[src/rtl/config_loader_if.sv]
// Host-side configuration word handshake for config_loader.
// master: bitstream source (drives cfg_data/cfg_valid, sees cfg_ready)
// slave : config_loader (accepts a word when cfg_valid && cfg_ready)
interface config_loader_if #(
  parameter int WORD_W = 8
);
  logic [WORD_W-1:0] cfg_data;
  logic              cfg_valid;
  logic              cfg_ready;

  modport master (output cfg_data, output cfg_valid, input cfg_ready);
  modport slave  (input cfg_data, input cfg_valid, output cfg_ready);
endinterface

[src/rtl/config_loader.sv]
// config_loader: programming-chain master for an I/O bank configuration chain.
// Takes WORD_W-bit words from the host and shifts CHAIN_LEN bits, LSB first,
// into the chain, pulsing prog_en once per chain bit.
// Optional macro CONFIG_LOADER_READBACK_EN adds a VERIFY pass that recirculates
// the chain through prog_out and compares CRC-8 (poly 0x07) of both passes.
// Ports:
//   prog_clk, prog_rst : clock shared with the chain, sync active-high reset
//   start              : begin a load (sampled only when idle)
//   cfg (slave)        : cfg_data / cfg_valid / cfg_ready word handshake
//   prog_in, prog_en   : serial bit and shift enable to the chain head
//   prog_out           : serial bit from the chain tail
//   busy, done, error  : load in progress, completion pulse, readback mismatch
module config_loader #(
  parameter int CHAIN_LEN = 5,
  parameter int WORD_W    = 8,
  parameter int CNT_W     = $clog2(CHAIN_LEN + 1)
) (
  input  logic           prog_clk,
  input  logic           prog_rst,
  input  logic           start,
  config_loader_if.slave cfg,
  output logic           prog_in,
  output logic           prog_en,
  input  logic           prog_out,
  output logic           busy,
  output logic           done,
  output logic           error
);
  localparam int NWORDS    = (CHAIN_LEN + WORD_W - 1) / WORD_W;
  localparam int LAST_BITS = (CHAIN_LEN % WORD_W == 0) ? WORD_W : (CHAIN_LEN % WORD_W);
  localparam int WCNT_W    = $clog2(NWORDS + 1);
  localparam int SB_W      = $clog2(WORD_W + 1);

  typedef enum logic [1:0] {
    IDLE, LOAD, DONE
`ifdef CONFIG_LOADER_READBACK_EN
    , VERIFY
`endif
  } state_t;

`ifdef CONFIG_LOADER_READBACK_EN
  localparam state_t LOAD_NEXT = VERIFY;
`else
  localparam state_t LOAD_NEXT = DONE;
`endif

  state_t            r_state;
  logic [WORD_W-1:0] r_hold, r_sreg, w_sreg_nxt;
  logic              r_hold_v;
  logic [SB_W-1:0]   r_hold_bits, r_sreg_bits, w_sreg_bits_nxt;
  logic [CNT_W-1:0]  r_bit_cnt;
  logic [WCNT_W-1:0] r_words;
  logic              r_prog_in, r_prog_en, r_busy, r_done;
  logic              w_ready, w_xfer, w_shift, w_bit, w_consume, w_last_word;

  assign w_ready       = (r_state == LOAD) && !r_hold_v && (r_words < WCNT_W'(NWORDS));
  assign cfg.cfg_ready = w_ready;
  assign w_xfer        = cfg.cfg_valid && w_ready;
  assign w_last_word   = (r_words == WCNT_W'(NWORDS - 1));

  // The bit source is sreg, or hold directly when sreg is empty, so a freshly
  // accepted word starts shifting on the cycle it reaches the front and the
  // refill from hold happens on the same edge as sreg's last bit.
  always_comb begin
    w_shift         = (r_state == LOAD) && ((r_sreg_bits != '0) || r_hold_v);
    w_bit           = (r_sreg_bits != '0) ? r_sreg[0] : r_hold[0];
    w_consume       = 1'b0;
    w_sreg_nxt      = r_sreg >> 1;
    w_sreg_bits_nxt = r_sreg_bits - SB_W'(1);
    if (r_sreg_bits == '0) begin
      w_consume       = 1'b1;
      w_sreg_nxt      = r_hold >> 1;
      w_sreg_bits_nxt = r_hold_bits - SB_W'(1);
    end else if ((r_sreg_bits == SB_W'(1)) && r_hold_v) begin
      w_consume       = 1'b1;
      w_sreg_nxt      = r_hold;
      w_sreg_bits_nxt = r_hold_bits;
    end
  end

`ifdef CONFIG_LOADER_READBACK_EN
  logic [7:0]       r_crc_load, r_crc_read, w_crc_read_nxt;
  logic [CNT_W-1:0] r_vcnt;
  logic             r_recirc, r_error;

  function automatic logic [7:0] crc8(input logic [7:0] c, input logic b);
    return {c[6:0], 1'b0} ^ ((c[7] ^ b) ? 8'h07 : 8'h00);
  endfunction

  assign w_crc_read_nxt = r_recirc ? crc8(r_crc_read, prog_out) : r_crc_read;
  // During recirculation the tail bit is fed straight back to the head.
  assign prog_in = r_recirc ? prog_out : r_prog_in;
  assign error   = r_error;
`else
  logic w_unused_prog_out;
  assign w_unused_prog_out = prog_out;
  assign prog_in = r_prog_in;
  assign error   = 1'b0;
`endif

  assign prog_en = r_prog_en;
  assign busy    = r_busy;
  assign done    = r_done;

  always_ff @(posedge prog_clk) begin
    if (prog_rst) begin
      r_state     <= IDLE;
      r_hold      <= '0;
      r_hold_v    <= 1'b0;
      r_hold_bits <= '0;
      r_sreg      <= '0;
      r_sreg_bits <= '0;
      r_bit_cnt   <= '0;
      r_words     <= '0;
      r_prog_in   <= 1'b0;
      r_prog_en   <= 1'b0;
      r_busy      <= 1'b0;
      r_done      <= 1'b0;
`ifdef CONFIG_LOADER_READBACK_EN
      r_crc_load  <= '0;
      r_crc_read  <= '0;
      r_vcnt      <= '0;
      r_recirc    <= 1'b0;
      r_error     <= 1'b0;
`endif
    end else begin
      r_done <= 1'b0;
      case (r_state)
        IDLE: if (start) begin
          r_state     <= LOAD;
          r_busy      <= 1'b1;
          r_bit_cnt   <= '0;
          r_words     <= '0;
          r_hold_v    <= 1'b0;
          r_sreg_bits <= '0;
`ifdef CONFIG_LOADER_READBACK_EN
          r_error     <= 1'b0;
          r_crc_load  <= '0;
          r_crc_read  <= '0;
          r_vcnt      <= '0;
`endif
        end
        LOAD: begin
          if (w_shift) begin
            r_prog_in   <= w_bit;
            r_prog_en   <= 1'b1;
            r_sreg      <= w_sreg_nxt;
            r_sreg_bits <= w_sreg_bits_nxt;
            r_bit_cnt   <= r_bit_cnt + CNT_W'(1);
            if (w_consume) r_hold_v <= 1'b0;
`ifdef CONFIG_LOADER_READBACK_EN
            r_crc_load  <= crc8(r_crc_load, w_bit);
`endif
            if (r_bit_cnt == CNT_W'(CHAIN_LEN - 1)) r_state <= LOAD_NEXT;
          end else begin
            r_prog_en <= 1'b0;
          end
          if (w_xfer) begin
            r_hold      <= cfg.cfg_data;
            r_hold_v    <= 1'b1;
            r_hold_bits <= w_last_word ? SB_W'(LAST_BITS) : SB_W'(WORD_W);
            r_words     <= r_words + WCNT_W'(1);
          end
        end
`ifdef CONFIG_LOADER_READBACK_EN
        // First VERIFY cycle still carries the last load bit; the following
        // CHAIN_LEN cycles recirculate and each sampled tail bit feeds crc_read.
        VERIFY: begin
          if (r_recirc) r_crc_read <= w_crc_read_nxt;
          if (r_vcnt == CNT_W'(CHAIN_LEN)) begin
            r_prog_en <= 1'b0;
            r_recirc  <= 1'b0;
            r_error   <= (r_crc_load != w_crc_read_nxt);
            r_state   <= DONE;
          end else begin
            r_prog_en <= 1'b1;
            r_recirc  <= 1'b1;
            r_vcnt    <= r_vcnt + CNT_W'(1);
          end
        end
`endif
        DONE: begin
          r_prog_en <= 1'b0;
          r_busy    <= 1'b0;
          r_done    <= 1'b1;
          r_state   <= IDLE;
        end
        default: r_state <= IDLE;
      endcase
    end
  end
endmodule
[src/flat_wrapper.sv]
// flat-port wrapper written by rule: the top's interface ports become plain ports
module config_loader_flat 
#(
  parameter int CHAIN_LEN = 5,
  parameter int WORD_W    = 8,
  parameter int CNT_W     = $clog2(CHAIN_LEN + 1)
)
  (prog_clk, prog_rst, start, prog_in, prog_en, prog_out, busy, done, error, cfg_cfg_data, cfg_cfg_valid, cfg_cfg_ready);
  config_loader_if #(.WORD_W(WORD_W)) cfg_i ();
  input  logic prog_clk;
  input  logic prog_rst;
  input  logic start;
  output logic prog_in;
  output logic prog_en;
  input  logic prog_out;
  output logic busy;
  output logic done;
  output logic error;
  input wire logic [$bits(cfg_i.cfg_data)-1:0] cfg_cfg_data;
  input wire logic [$bits(cfg_i.cfg_valid)-1:0] cfg_cfg_valid;
  output wire logic [$bits(cfg_i.cfg_ready)-1:0] cfg_cfg_ready;
  assign cfg_i.cfg_data = cfg_cfg_data;
  assign cfg_i.cfg_valid = cfg_cfg_valid;
  assign cfg_cfg_ready = cfg_i.cfg_ready;
  config_loader #(.CHAIN_LEN(CHAIN_LEN), .WORD_W(WORD_W), .CNT_W(CNT_W)) u_core (.prog_clk(prog_clk), .prog_rst(prog_rst), .start(start), .cfg(cfg_i), .prog_in(prog_in), .prog_en(prog_en), .prog_out(prog_out), .busy(busy), .done(done), .error(error));
endmodule
[config.mk]
export PLATFORM = sky130hd
export DESIGN_NAME = config_loader_flat
export DESIGN_NICKNAME = d
export VERILOG_FILES = /design/src/rtl/config_loader_if.sv /design/src/rtl/config_loader.sv /design/src/flat_wrapper.sv
export SDC_FILE = /design/constraint.sdc
export NUM_CORES = 1
export LEC_CHECK = 0
export CAP_MARGIN = 15
export CELL_PAD_IN_SITES_DETAIL_PLACEMENT = 1
export CELL_PAD_IN_SITES_GLOBAL_PLACEMENT = 1
export CORE_UTILIZATION = 35
export DETAILED_ROUTE_END_ITERATION = 12
export PLACE_DENSITY = 0.65
export SLEW_MARGIN = 40
export SYNTH_ARGS = -nofsm -noshare
export SYNTH_HDL_FRONTEND = slang
export SYNTH_SLANG_ARGS = --single-unit
[constraint.sdc]
create_clock -name prog_clk -period 5.48 [get_ports prog_clk]
set_clock_uncertainty 0.15 [all_clocks]
set_input_delay 1.096 -clock prog_clk [delete_from_list [all_inputs] [get_ports prog_clk]]
set_output_delay 1.096 -clock prog_clk [all_outputs]
set_load 0.01 [all_outputs]
==> reports/summary.txt, run 1 <==
status - complete, no violations
CTS tree - yes
Die W - 73.5 microns
Ports - 19
reg2reg end - u_core.r_sreg[5]
final hold viol count - 0
H-tree levels - 2
area leader, netlist - dfxtp_1
total number of vias - 1,485
R2R setup slack - 2.96 ns
Pre-antenna DRT Iters - 4
Crit path arrival time - 2.15 ns
dpl cell area - 1940 sq um
register share of total power - 48.8%
Port Buffers - 16
FF/Latch Area - 661 sq um
synth top area cells - dfxtp_1, nand2_1, ha_1
Unique masters post-synth - 47
global-route wire length before repair - 7560 microns
max-slew violation count - 0
Final nets - 239
post-synth top area share - 36.9%
fin cells - 284
root buffer cell - clkbuf_8
RSZ-0062 raised after global routing - false
clk_lat worst skew - 0.28 ns
Clock Power Share - 34.8%
Fill cells - 581
flops & latches, synth - 33
power consumption - 0.527 mW
antenna diode count - 0
Final GP Congestion - 0.787
Tightest Hold Check Type - flip-flop to flip-flop
hold path cells - 2
# setup viols final - 0
CTS Buf Count - 5
CP endpoint kind - primary output
hold path endpoint - u_core.r_sreg[7]
LEAKAGE - 0.657 nW
PostCTS Resize Cnt - 0
Die H - 73.5 microns
CTS Hold Buffers Added - 0
post-route minimum period - 3.39 ns
core area - 4820 sq um
vias in the first global route - 1,531
die area - 5400 sq um
clock-pin slew on the worst setup and hold paths - 0.07 ns
Total Routing Usage GR - 18.4%
switching portion of total power - 27.3%
Worst EP required - 4.23 ns
Final period util - 61.9%
DR iter-0 viols - 57
initial core utilization - 37.1%
final design utilization - 42.0%
total setup buffers inserted after CTS - 0
CTS Buffer Depth - 2
largest net degree at the start of global routing - 22
GRT overflow - 0
worst hold path startpoint - u_core.r_sreg[7]
most frequent cell after synthesis - nand2_1
internal power - 0.384 mW
worst-path maximum fanout - 10
Seq/Total Area, Yosys - 36.9%
share of layout cells above drive strength 1 - 11.1%
DRC Markers - 0
Main synth FF type - dfxtp_1
Net Switching - 0.144 mW
Vias/cell - 5.23
initial antenna violation count - 0
Cell Rows - 25
WL per Instance - 15.7 microns
Ys Warns - 0
EDFF count, synth - 0
total of max-cap violations - 0
number of instances in the placed design - 277
clk sinks - 33
Gate power share - 16.5%
P&R area growth vs syn - 13.1%
top cells by count, synth - nand2_1, dfxtp_1, nor2_1
Mean Syn Cell Area - 8.69 sq um
worst reg2reg path startpoint - u_core.r_sreg_bits[0]
syn nets - 228
Setup CP Type - flip-flop to primary output
final instance area - 2020 sq um
drt total wl - 4450 microns
fmax - 0.295 GHz
antenna-violating nets left - 0
worst slew pin tran - 0.734 ns
Max VDD drop - 0.000109 V
pwr/cell area - 261 nW/um^2
fraction of registers with async set/reset - 0%
HPWL after detailed placement - 3260 microns
Rel. slew slack - 51.1%
R2R cell count - 6
Final TNS setup - 0 ns
synthesized area - 1790 sq um
area of the multi-input gates - 996 sq um
crit path launch type - flip-flop
Cells after Synth - 206
-- critical path, cell delays in order, from the launching register on --
cell             delay [ns]
dfxtp_1                0.33
inv_1                  0.10
ha_1                   0.39
nor3b_1                0.43
clkdlybuf4s50_1        0.62
-- how the worst max path moves through the flow --
| stage | start | end | cells past startpoint |
|---|---|---|---|
| finish | u_core.r_state[1] | cfg_cfg_ready | 4 |
| global route | u_core.r_state[1] | cfg_cfg_ready | 4 |
| CTS | u_core.r_state[1] | cfg_cfg_ready | 4 |
| detailed placement | prog_rst | u_core.r_sreg_bits[2] | 4 |
| global placement | prog_rst | u_core.r_sreg_bits[2] | 4 |
| floorplan | u_core.r_state[1] | cfg_cfg_ready | 4 |
-- per-stage QoR --
step | hold WS [ns] | worst slack [ns]
4_1_cts | 0.320 | 2.06
6_report | 0.314 | 2.09
3_5_place_dp | 0.309 | 2.23
5_1_grt | 0.337 | 1.92
3_3_place_gp | 0.296 | 2.26
2_1_floorplan | 0.286 | 3.12
-- sequential cells by signal, indices dropped and copies added (netlist names), 2 cells and up --
signal and count:
u_core.r_hold 8, u_core.r_hold_bits 2, u_core.r_bit_cnt 3, u_core.r_state 2, u_core.r_sreg_bits 4, u_core.r_sreg 8
-- cell usage in the layout, fill, tap and decap left out, types with 2 or more instances in the layout --
master,instances
nor3b_2,2
nand2_1,34
mux2i_1,7
nor3b_1,3
a211oi_1,3
a32o_1,2
nand2b_1,3
nand3b_1,2
nor3_1,4
dfxtp_1,33
clkbuf_8,6
a22oi_1,2
a211o_1,6
nor2b_1,3
o21ai_0,5
clkdlybuf4s50_1,15
nor2_1,21
o31ai_1,2
a21oi_1,14
inv_1,9
a21oi_2,7
ha_1,9
-- cells by family after synthesis --
logic type | Yosys count | synth area share [%]
DFF | 33 | 36.9
xor gates and xnor gates | 1 | 0.490
adders and majority gates | 9 | 6.29
buffers and inverters | 22 | 7.41
and+or+nand+nor | 81 | 22.9
muxes | 8 | 4.55
other | 1 | 0.210
AOI/OAI and AO/OA | 51 | 21.3
-- layer usage --
metal  up-vias  global-route usage [%]  wire [microns]
met3         6                    4.25             152
met1       719                    24.9            2130
met2        24                    29.0            2100
met4         0                    5.77              55
li1        736                       -               -
met5         -                       0               0
-- power by group through the flow --
stage / sequential, mW / clock (mW) / combinational, mW
floorplan: 0.261 / 0 / 0.0597
global placement: 0.262 / 0 / 0.0834
detailed placement: 0.262 / 0 / 0.0879
CTS: 0.257 / 0.190 / 0.0885
global route: 0.258 / 0.203 / 0.0984
finish: 0.257 / 0.184 / 0.0868
-- cell type report --
type                       count  area share [%]
inverter                       9            1.67
sequential                    33            32.7
clock buffer                   7            4.27
tap                           67            4.14
multi-input combinational    151            49.2
timing repair buffer          17            8.04
No activity file was read; power rests on OpenSTA's default activity.
==> run 2: changes to the inputs <==
- PLACE_DENSITY: 0.65 -> 0.68
- clock period: 5.48 -> 2.8 ns (I/O delays scaled with it)
==> reports/summary.txt, run 2 (synthesis results as in run 1) <==
Cell Rows - 25
worst reg2reg path startpoint - u_core.r_sreg_bits[0]
largest net degree at the start of global routing - 19
Crit path arrival time - 1.84 ns
Gate power share - 15.0%
CTS Buffer Depth - 2
worst hold path startpoint - u_core.r_sreg[7]
total setup buffers inserted after CTS - 0
initial core utilization - 37.1%
max-slew violation count - 0
worst setup path startpoint - u_core.r_state[1]
CP max stage cell - clkdlybuf4s50_1
Setup WS pre-CTS - 0.463 ns
Pre-antenna DRT Iters - 4
worst-path maximum fanout - 3
DR iter-0 viols - 82
commonest non-fill, non-tap cell in the layout - nand2_1
HPWL after detailed placement - 3110 microns
clock-pin slew on the worst setup and hold paths - 0.07 ns
pwr/cell area - 552 nW/um^2
Top Family by Delay on Critical Path - buffers and inverters
Setup CP Type - flip-flop to primary output
root buffer cell - clkbuf_8
Clock Power Share - 41.2%
Worst path max stage delay - 0.61 ns
LEAKAGE - 0.686 nW
power consumption - 1.15 mW
status - complete, no violations
final design utilization - 43.2%
die area - 5400 sq um
Die W - 73.5 microns
internal power - 0.850 mW
vias in the first global route - 1,444
Net Switching - 0.298 mW
commonest cells after routing, fill and taps aside - nand2_1, dfxtp_1, nor2_1
clk_lat worst skew - 0.28 ns
Final period util - 91.1%
CTS tree - yes
final hold viol count - 0
total of max-cap violations - 0
WL per Instance - 15.2 microns
antenna diode count - 0
crit path launch type - flip-flop
post-route minimum period - 2.55 ns
Ports - 19
CTS Buf Count - 5
initial antenna violation count - 0
Final TNS setup - 0 ns
core area - 4820 sq um
fin worst setup slack - 0.250 ns
Final GP Congestion - 0.819
worst slew pin tran - 0.616 ns
GRT overflow - 0
Cell Chain, Critical Path - inv_1, ha_1, nor3b_1, clkdlybuf4s50_1
PostCTS Resize Cnt - 0
worst path bufs/invs - 2
RSZ-0062 raised after global routing - false
global-route wire length before repair - 7300 microns
# setup viols final - 0
CTS Hold Buffers Added - 0
register share of total power - 43.8%
P&R area growth vs syn - 16.3%
Max VDD drop - 0.000242 V
antenna-violating nets left - 0
H-tree levels - 2
clk sinks - 33
drt total wl - 4370 microns
Worst EP required - 2.09 ns
fmax - 0.392 GHz
total number of vias - 1,451
Total Routing Usage GR - 18.1%
WHS - 0.312 ns
Die H - 73.5 microns
Final nets - 242
DRC Markers - 0
Tightest Hold Check Type - flip-flop to flip-flop
Rel. slew slack - 58.6%
switching portion of total power - 26.0%
Vias/cell - 5.04
share of layout cells above drive strength 1 - 12.2%
CP endpoint kind - primary output
Largest regs - u_core.r_hold x8, u_core.r_sreg x8, u_core.r_sreg_bits x4
Port Buffers - 16
==> run 2: changes by cell type in the layout (fill, tap and decap cells not counted) <==
cell / change
clkdlybuf4s50_1: +1
buf_2: -1
bufinv_16: +1
buf_4: +3
==> run 2: metrics by stage <==
stage / cells / cell area [sq um]
after floorplan: 206 / 1790
after global placement: 280 / 1960
after detailed placement: 280 / 1960
after CTS: 288 / 2080
after global routing: 288 / 2080
final: 288 / 2080
==> run 2: layer usage <==
metal | up-vias | GRT usage (%) | wire length [microns]
met5 | - | 0 | 0
met4 | 0 | 7.05 | 66
met3 | 4 | 4.39 | 117
met2 | 16 | 27.2 | 2030
met1 | 690 | 24.7 | 2160
li1 | 741 | - | -
==> run 2: area by class of cell <==
type,instances,area [sq um]
Fill cell,585,2740
Multi-Input combinational cell,151,996
Sequential cell,33,661
Timing Repair Buffer,20,190
Clock buffer,7,86.3
Tap cell,67,83.8
Inverter,9,33.8
Clock inverter,1,30.0
==> run 2: worst paths after layout <==
check	to	slack (ns)	cells past startpoint
max	cfg_cfg_ready	0.25	4
min	u_core.r_sreg[7]	0.31	2
max reg2reg	u_core.r_sreg[3]	0.42	6
min reg2reg	u_core.r_sreg[7]	0.31	2
==> run 2: worst min-delay path, delay by kind of cell (launching register included) <==
family | cells | cell delay (ns)
and+or+nand+nor | 1 | 0.07
DFF | 1 | 0.31
AOI/OAI and AO/OA | 1 | 0.04
==> run 2: power by group through the flow <==
stage / Combinational (mW) / Sequential (mW) / Clock [mW]
2_1_floorplan: 0.117 / 0.510 / 0
3_3_place_gp: 0.168 / 0.512 / 0
3_5_place_dp: 0.173 / 0.513 / 0
4_1_cts: 0.174 / 0.503 / 0.482
5_1_grt: 0.193 / 0.505 / 0.507
6_report: 0.172 / 0.503 / 0.473
